==> src/rtl/multi_clock_divider_pkg.sv <==
`default_nettype none
// ============================================================================
//  Module      : multi_clock_divider_pkg
//  Description : Shared types and default constants for the multi-channel
//                programmable clock divider.
//                - phase_t      : per-channel phase (IDLE / HIGH / LOW)
//                - DEF_NUM_CH   : default number of divider channels
//                - DEF_CNT_W    : default phase-counter / divisor width
//  Revision    : 1.0 - initial release
// ============================================================================
package multi_clock_divider_pkg;

    localparam int DEF_NUM_CH = 4;
    localparam int DEF_CNT_W  = 32;

    typedef enum logic [1:0] {
        IDLE = 2'd0,
        HIGH = 2'd1,
        LOW  = 2'd2
    } phase_t;

endpackage
`default_nettype wire

==> src/rtl/divider_channel.sv <==
`default_nettype none
// ============================================================================
//  Module      : divider_channel
//  Description : One programmable divider channel. Separate high/low phase
//                lengths, one-cycle rise/fall ticks, and shadow divisor
//                registers adopted only at the LOW->HIGH period boundary,
//                at start, or on sync_restart.
//  Ports       : inclk        - system clock
//                Reset        - asynchronous active-high reset
//                en           - channel enable (level)
//                sync_restart - restart strobe (ignored while disabled)
//                cfg_high/low - phase length minus 1, written to shadow
//                cfg_load     - shadow write strobe
//                cfg_pending  - shadow written, not yet adopted
//                outclk       - divided clock (registered)
//                rise_tick    - first cycle outclk reads 1
//                fall_tick    - first cycle outclk reads 0
//  Revision    : 1.0 - initial release
// ============================================================================
module divider_channel
    import multi_clock_divider_pkg::*;
#(
    parameter int CNT_W = DEF_CNT_W
) (
    input  logic             inclk,
    input  logic             Reset,
    input  logic             en,
    input  logic             sync_restart,
    input  logic [CNT_W-1:0] cfg_high,
    input  logic [CNT_W-1:0] cfg_low,
    input  logic             cfg_load,
    output logic             cfg_pending,
    output logic             outclk,
    output logic             rise_tick,
    output logic             fall_tick
);

    localparam logic [CNT_W-1:0] c_one = {{(CNT_W-1){1'b0}}, 1'b1};

    phase_t           r_state;
    logic             r_en_q;
    logic [CNT_W-1:0] r_count;
    logic [CNT_W-1:0] r_shadow_high;
    logic [CNT_W-1:0] r_shadow_low;
    logic [CNT_W-1:0] r_active_high;
    logic [CNT_W-1:0] r_active_low;

    always_ff @(posedge inclk or posedge Reset) begin
        if (Reset) begin
            r_state       <= IDLE;
            r_en_q        <= 1'b0;
            r_count       <= '0;
            r_shadow_high <= '0;
            r_shadow_low  <= '0;
            r_active_high <= '0;
            r_active_low  <= '0;
            cfg_pending   <= 1'b0;
            outclk        <= 1'b0;
            rise_tick     <= 1'b0;
            fall_tick     <= 1'b0;
        end else begin
            rise_tick <= 1'b0;
            fall_tick <= 1'b0;
            r_en_q    <= en;

            if (!en) begin
                r_state   <= IDLE;
                r_count   <= '0;
                outclk    <= 1'b0;
                fall_tick <= outclk;
            end else if (!r_en_q || sync_restart) begin
                // Start and restart share one path; a restart while already
                // high only suppresses the rise tick.
                r_active_high <= r_shadow_high;
                r_active_low  <= r_shadow_low;
                cfg_pending   <= 1'b0;
                r_count       <= '0;
                r_state       <= HIGH;
                outclk        <= 1'b1;
                rise_tick     <= ~outclk;
            end else begin
                case (r_state)
                    HIGH: begin
                        if (r_count == r_active_high) begin
                            r_count   <= '0;
                            r_state   <= LOW;
                            outclk    <= 1'b0;
                            fall_tick <= 1'b1;
                        end else begin
                            r_count <= r_count + c_one;
                        end
                    end
                    LOW: begin
                        if (r_count == r_active_low) begin
                            // Period boundary: the only place divisors change
                            // while running, so the output never glitches.
                            r_active_high <= r_shadow_high;
                            r_active_low  <= r_shadow_low;
                            cfg_pending   <= 1'b0;
                            r_count       <= '0;
                            r_state       <= HIGH;
                            outclk        <= 1'b1;
                            rise_tick     <= 1'b1;
                        end else begin
                            r_count <= r_count + c_one;
                        end
                    end
                    default: begin
                        r_state <= IDLE;
                    end
                endcase
            end

            // Placed last so a write on an adoption edge overrides the clear:
            // the adoption above used the previous shadow contents.
            if (cfg_load) begin
                r_shadow_high <= cfg_high;
                r_shadow_low  <= cfg_low;
                cfg_pending   <= 1'b1;
            end
        end
    end

endmodule
`default_nettype wire

==> src/rtl/multi_clock_divider.sv <==
`default_nettype none
// ============================================================================
//  Module      : multi_clock_divider
//  Description : NUM_CH independent programmable clock dividers sharing one
//                configuration write bus and a global sync_restart.
//  Ports       : inclk        - system clock (CLK_50M)
//                Reset        - asynchronous active-high reset
//                en           - per-channel enable
//                sync_restart - phase-align all enabled channels
//                cfg_high/low - shared phase-length-minus-1 write bus
//                cfg_load     - per-channel shadow write strobe
//                cfg_pending  - per-channel shadow-not-yet-adopted flag
//                outclk       - divided clocks
//                outclk_Not   - inverse of outclk
//                rise_tick    - per-channel rise strobes
//                fall_tick    - per-channel fall strobes
//  Revision    : 1.0 - initial release
// ============================================================================
module multi_clock_divider
    import multi_clock_divider_pkg::*;
#(
    parameter int NUM_CH = DEF_NUM_CH,
    parameter int CNT_W  = DEF_CNT_W
) (
    input  logic              inclk,
    input  logic              Reset,
    input  logic [NUM_CH-1:0] en,
    input  logic              sync_restart,
    input  logic [CNT_W-1:0]  cfg_high,
    input  logic [CNT_W-1:0]  cfg_low,
    input  logic [NUM_CH-1:0] cfg_load,
    output logic [NUM_CH-1:0] cfg_pending,
    output logic [NUM_CH-1:0] outclk,
    output logic [NUM_CH-1:0] outclk_Not,
    output logic [NUM_CH-1:0] rise_tick,
    output logic [NUM_CH-1:0] fall_tick
);

    generate
        for (genvar i = 0; i < NUM_CH; i++) begin : g_ch
            divider_channel #(
                .CNT_W(CNT_W)
            ) u_channel (
                .inclk       (inclk),
                .Reset       (Reset),
                .en          (en[i]),
                .sync_restart(sync_restart),
                .cfg_high    (cfg_high),
                .cfg_low     (cfg_low),
                .cfg_load    (cfg_load[i]),
                .cfg_pending (cfg_pending[i]),
                .outclk      (outclk[i]),
                .rise_tick   (rise_tick[i]),
                .fall_tick   (fall_tick[i])
            );
        end
    endgenerate

    assign outclk_Not = ~outclk;

endmodule
`default_nettype wire
==> config.mk <==
export PLATFORM = sky130hd
export DESIGN_NAME = multi_clock_divider
export DESIGN_NICKNAME = d
export VERILOG_FILES = /design/src/rtl/multi_clock_divider_pkg.sv /design/src/rtl/divider_channel.sv /design/src/rtl/multi_clock_divider.sv
export SDC_FILE = /design/constraint.sdc
export NUM_CORES = 1
export LEC_CHECK = 0
export CAP_MARGIN = 20
export CORE_MARGIN = 3
export CORE_UTILIZATION = 56
export DETAILED_ROUTE_END_ITERATION = 8
export GPL_ROUTABILITY_DRIVEN = 0
export PLACE_DENSITY = 0.85
export RECOVER_POWER = 50
export SLEW_MARGIN = 30
export SYNTH_ARGS = -nofsm -noshare
export SYNTH_HDL_FRONTEND = slang
export SYNTH_SLANG_ARGS = --single-unit
==> constraint.sdc <==
create_clock -name inclk -period 21.8 [get_ports inclk]
set_clock_uncertainty 0.05 [all_clocks]
set_input_delay 3.27 -clock inclk [delete_from_list [all_inputs] [get_ports inclk]]
set_output_delay 3.27 -clock inclk [all_outputs]
set_load 0.01 [all_outputs]
* After elaboration in Yosys (flattened, before gate mapping)
Index checks and enable logic that the tools add are counted.
Operators by class: bitwise gates (word level) 5, add/sub/neg operators 4, muxes and demuxes 136, equal/unequal tests 28, reductions and logical operators 44
Operators with widths (number):
- 2-to-1 mux 32 bit | 40
- equality test 32 bit | 8
- case mux 32 bit (2 select lines) | 4
- adder 32 x 1 -> 32 bit, second input constant | 4
- 2-to-1 mux 1 bit | 68
- AND reduction 3 bit | 12
- 2-to-1 mux 2 bit | 16
- != test 4 x 2 -> 1 bit, second input constant | 8
- nonzero test 2 bit | 12
- nonzero test 3 bit | 8
- != test 4 x 1 -> 1 bit, second input constant | 4
- case mux 2 bit (2 select lines) | 4
- equality test 2 x 1 -> 1 bit, second input constant | 4
- equality test 2 bit, second input constant | 4
- case mux 1 bit (2 select lines) | 4
- AND reduction 2 bit | 4
- zero test 1 bit | 4
- logical OR 1 bit | 4
- NOT 1 bit | 4
- NOT 4 bit | 1
Word-level totals: bits of input ports 75, logic and storage cells 261, output and inout bits 20, register bits 668

* Logic depth before layout (Yosys ltp)
word-level depth 6, depth in mapped cells 10, gate-level depth less buffers 8

* By module
From an unflattened synthesis, not the netlist that was laid out.
Second synthesis, totals: cell total of the unflattened synthesis 2452, area, all modules 30688.2 um2
By module, submodules not included:
- divider_channel at g_ch[0].u_channel ... | instances 3, sequential area each 4179.0 um2, area each 7578.5 um2, cells an instance 609
- divider_channel at g_ch[3].u_channel | instances 1, sequential area each 4179.0 um2, area each 7937.6 um2, cells an instance 621
- multi_clock_divider | instances 1, sequential area each 0.0 um2, area each 15.0 um2, cells an instance 4

* Least setup slack after synthesis
OpenSTA, ideal clock, no wires.
path kind in2reg, from input sync_restart, to register g_ch[0].u_channel.r_active_high[10], data arrival time 4.650 ns, cell stages on the path 8, library setup time 0.125 ns, required time 21.625 ns, setup slack 16.974 ns, path buffers 2, cells stage by stage nand3b_1 > nor2b_1 > o31ai_4 > nand2_2 > or2_1 > buf_6 > buf_6 > mux2_4
On the way: word-level cells in the longest chain between the ends 3, elaborated cells between the ends (all ways) 5, classes of those cells mux (1); reduce/logical (4)
RTL lines:
- start: declaration | line multi_clock_divider.sv:28 | input logic sync_restart,
- logical OR 1 bit * | line divider_channel.sv:71 | end else if (!r_en_q || sync_restart) begin
- nonzero test 2 bit (no line)
- AND reduction 3 bit (no line)
- end signal: assignment | line divider_channel.sv:74 | r_active_high <= r_shadow_high;
- end signal: assignment | line divider_channel.sv:97 | r_active_high <= r_shadow_high;
- end: declaration | line divider_channel.sv:45 | logic [CNT_W-1:0] r_active_high;
Mark *: on every way between the ends. The rest lies on a longest branch, timed or not. A chain may end at the register's enable or synchronous reset.

==> flow_metrics.py <==
metrics = {
    "run_status": {
        "status": "finished, violations left",
        "failed_checks": "max-capacitance violations, max-slew violations",
    },
    "power_and_ir_drop": {
        "swShare_pct": 25.0,
        "p_sw_w": 0.000764,
        "ir_drop_mv": 0.0997,
        "power_density_mw_per_mm2": 91.0,
        "p_int_w": 0.00230,
        "p_leak_nw": 14.7,
        "clkPwrFrac_pct": 39.7,
        "power_frac_comb_pct": 11.6,
        "power_frac_seq_pct": 48.7,
    },
    "sta": {
        "final.setup.tns_ns": 0,
        "maxSlewHeadroom_pct": -343,
        "setup_ws_ns": 9.36,
        "clock.fmax_ghz": 0.0804,
        "setup_viol": 0,
        "fin_crit_sh_pct": 57.1,
        "grt_setup_unrepaired": "false",
        "post-route-min-period_ns": 12.44,
        "hold_violations": 0,
        "slew_viol_final": 700,
        "worst-slew-pin-transition_ns": 6.65,
    },
    "cts": {
        "cts_buffers": 67,
        "clk_pin_slew_ns": 0.06,
        "cts_setup_buffers": 0,
        "clockRootBuffer": "clkbuf_16",
        "ctsResizeCount": 0,
        "cts_buffer_depth": 3,
        "cts_htree_levels": 3,
        "clk-insertion-delay-late_ns": 0.61,
        "ctsHoldBuffers": 0,
        "cts_tree": "yes",
        "cts_sinks": 668,
    },
    "logic_synthesis": {
        "synth-seq-cells": 668,
        "postSynthAreaPerCell_um2": 12.4,
        "yosysUniqueCellTypes": 48,
        "synth_warnings": 0,
        "postSynthCellCount": 2430,
        "syn_nets": 2509,
        "ys_seq_area_share_pct": 55.4,
        "syn_area_mm2": 0.0302,
    },
    "drt": {
        "vias": 20300,
        "drt_wl_total_mm": 80.9,
        "drc": 0,
        "drtPass1Iterations": 8,
        "viasPerCell": 6.42,
        "drt_iter0_drc": 2271,
        "avgRoutedWirePerCell_um": 25.6,
        "postRouteAntennaNets": 0,
    },
    "floorplanning": {
        "rows": 84,
        "fp.coreArea_mm2": 0.0530,
        "initial_utilization_pct": 57.0,
        "io_pins": 95,
        "die_area_mm2": 0.0567,
        "die_x_um": 238,
        "die_y_um": 238,
    },
    "placed_design": {
        "portBuffers": 94,
        "hpwl_mm": 52.0,
        "post-place-ws_ns": 14.70,
    },
    "worst_setup_path": {
        "crit_type": "input pin to async pin",
        "cp.arrival_ns": 11.61,
        "worstPathMaxFanout": 119,
        "cp.required_ns": 20.97,
        "end_kind": "async pin",
        "r2r_setup_slack_ns": 17.31,
        "start_kind": "input pin",
    },
    "global_routing": {
        "track_usage_pct": 28.4,
        "grt_max_degree": 204,
        "grt_pass1_vias": 20100,
        "grt_pass1_wl_mm": 122,
        "grt-ovfl-total": 0,
        "antenna_found_initial": 19,
    },
    "final_layout": {
        "syn2layout_area_growth_pct": 11.4,
        "drive_gt1_share_pct": 26.2,
        "nNetsFinal": 2502,
    },
    "worst_hold_path": {
        "worstHoldPathType": "register to register",
    },
    "job": {
        "cap_viol_max_count": 9,
    },
}
final timing paths:
kind,from,end,cells past startpoint
worst max-delay path,Reset,g_ch[1].u_channel.r_active_high[30],4
min in group asynchronous,Reset,g_ch[3].u_channel.r_shadow_low[5],2
max in group inclk,sync_restart,g_ch[1].u_channel.r_active_low[23],7
worst min-delay path,g_ch[2].u_channel.cfg_pending,g_ch[2].u_channel.cfg_pending,1
worst min register to register,g_ch[2].u_channel.cfg_pending,g_ch[2].u_channel.cfg_pending,1
worst max register to register,g_ch[1].u_channel.r_count[24],g_ch[1].u_channel.r_active_low[23],9
power groups by stage:
stage	registers (W)	logic [W]	clock network, W
global route	0.00150	0.000381	0.00127
finish	0.00149	0.000355	0.00121
floorplan	0.00147	0.000260	0
CTS	0.00149	0.000352	0.00123
detailed placement	0.00151	0.000344	0
global placement	0.00150	0.000327	0
placed cells by master (no fill, tap or decap), types with 8 or more instances in the layout:
master	count
nor2b_1	13
dfrtp_1	668
nand4_1	34
clkbuf_1	21
clkbuf_8	11
bufinv_16	8
a221o_1	10
clkdlybuf4s50_1	84
nor3_1	14
a21o_1	17
a21oi_1	57
mux2_4	36
clkbuf_16	71
nand3_1	88
clkinv_2	14
a22o_1	15
nand2_1	131
nor4_1	69
xor2_1	257
a41oi_1	13
mux2_2	474
o311ai_0	20
buf_4	10
inv_1	23
nand2b_1	13
nor2_1	63
and3_1	33
o21ai_0	61
a31oi_1	58
registers in the layout, indices dropped and copies added, names as in the netlist:
| register | count |
|---|---|
| g_ch.u_channel.fall_tick | 4 |
| g_ch.u_channel.r_count | 128 |
| g_ch.u_channel.rise_tick | 4 |
| g_ch.u_channel.r_en_q | 4 |
| g_ch.u_channel.r_shadow_low | 128 |
| g_ch.u_channel.r_state | 8 |
| g_ch.u_channel.cfg_pending | 4 |
| g_ch.u_channel.r_active_low | 128 |
| g_ch.u_channel.r_shadow_high | 128 |
| g_ch.u_channel.r_active_high | 128 |
| g_ch.u_channel.outclk | 4 |
per-stage QoR:
stage,cell area (um2),hold slack [ns],util [%],cells,total power [W]
after floorplan,30200,0.401,-,2430,0.00173
after global placement,31300,0.408,59.2,3037,0.00183
after detailed placement,31300,0.423,59.2,3037,0.00185
after CTS,33600,0.437,63.5,3154,0.00307
after global routing,33600,0.461,63.5,3159,0.00316
final,33600,0.441,63.5,3166,0.00306
cell type report:
class,count,area (um2)
inverters,24,91.3
repair buffers,118,1090
multi-input cells,1544,12600
clock buffers,91,1960
well taps,688,861
fillers,3766,19300
flip-flops and latches,668,16700
diodes,7,17.5
clock inverters,26,344
synth_stat cells, drive strengths merged:
cell    count  area, um2
and2        3       18.8
mux2      514       5920
xnor2       7       61.3
and4        5       43.8
nand3b      6       45.0
or2         8       50.1
o22ai       2       12.5
nor4b       1       8.76
clkbuf    141        529
o311ai     20        175
nor3       15       75.1
xor2      257       2250
a22o       15        131
nor4       70        444
nand2b     13       81.3
a211oi      2       15.0
dfrtp     668      16700
buf        53        325
a41oi      13        114
o21ai      65        325
and3       33        206
mux2i       1       10.0
o32ai       1       8.76
or3         7       43.8
a31oi      58        363
a21oi      58        290
a21o       17        128
nand2     132        498
inv        24       90.1
nor2b      13       81.3
o211ai      3       22.5
nand4      34        213
a221o      10        100
o31ai       3       36.3
nand3      88        440
nor2       63        236
a22oi       2       15.0
o41ai       1       8.76
ha          4       50.1
routing by layer:
metal,routed length [um],part of all wire (%),up-vias,GRT usage (%)
met2,36600,45,1185,42.3
met3,8940,11,235,8.26
li1,-,-,8585,-
met4,4130,5.1,4,14.1
met5,34,0.042,-,0
met1,31200,39,10300,38.5
critical path, stage by stage:
cell	delay [ns]
dlygate4sd3_1	0.55
clkinvlp_2	0.36
clkbuf_1	2.83
clkbuf_1	4.43
cell families after synthesis:
logic type	Yosys count	share of synthesized area, %
adders and majority gates	4	0.166
AOI/OAI and AO/OA	270	5.78
and+or+nand+nor	491	8.24
muxes	515	19.7
buffers and inverters	218	3.13
xor gates and xnor gates	264	7.66
DFF	668	55.4
No activity file was read; power rests on OpenSTA's default activity.
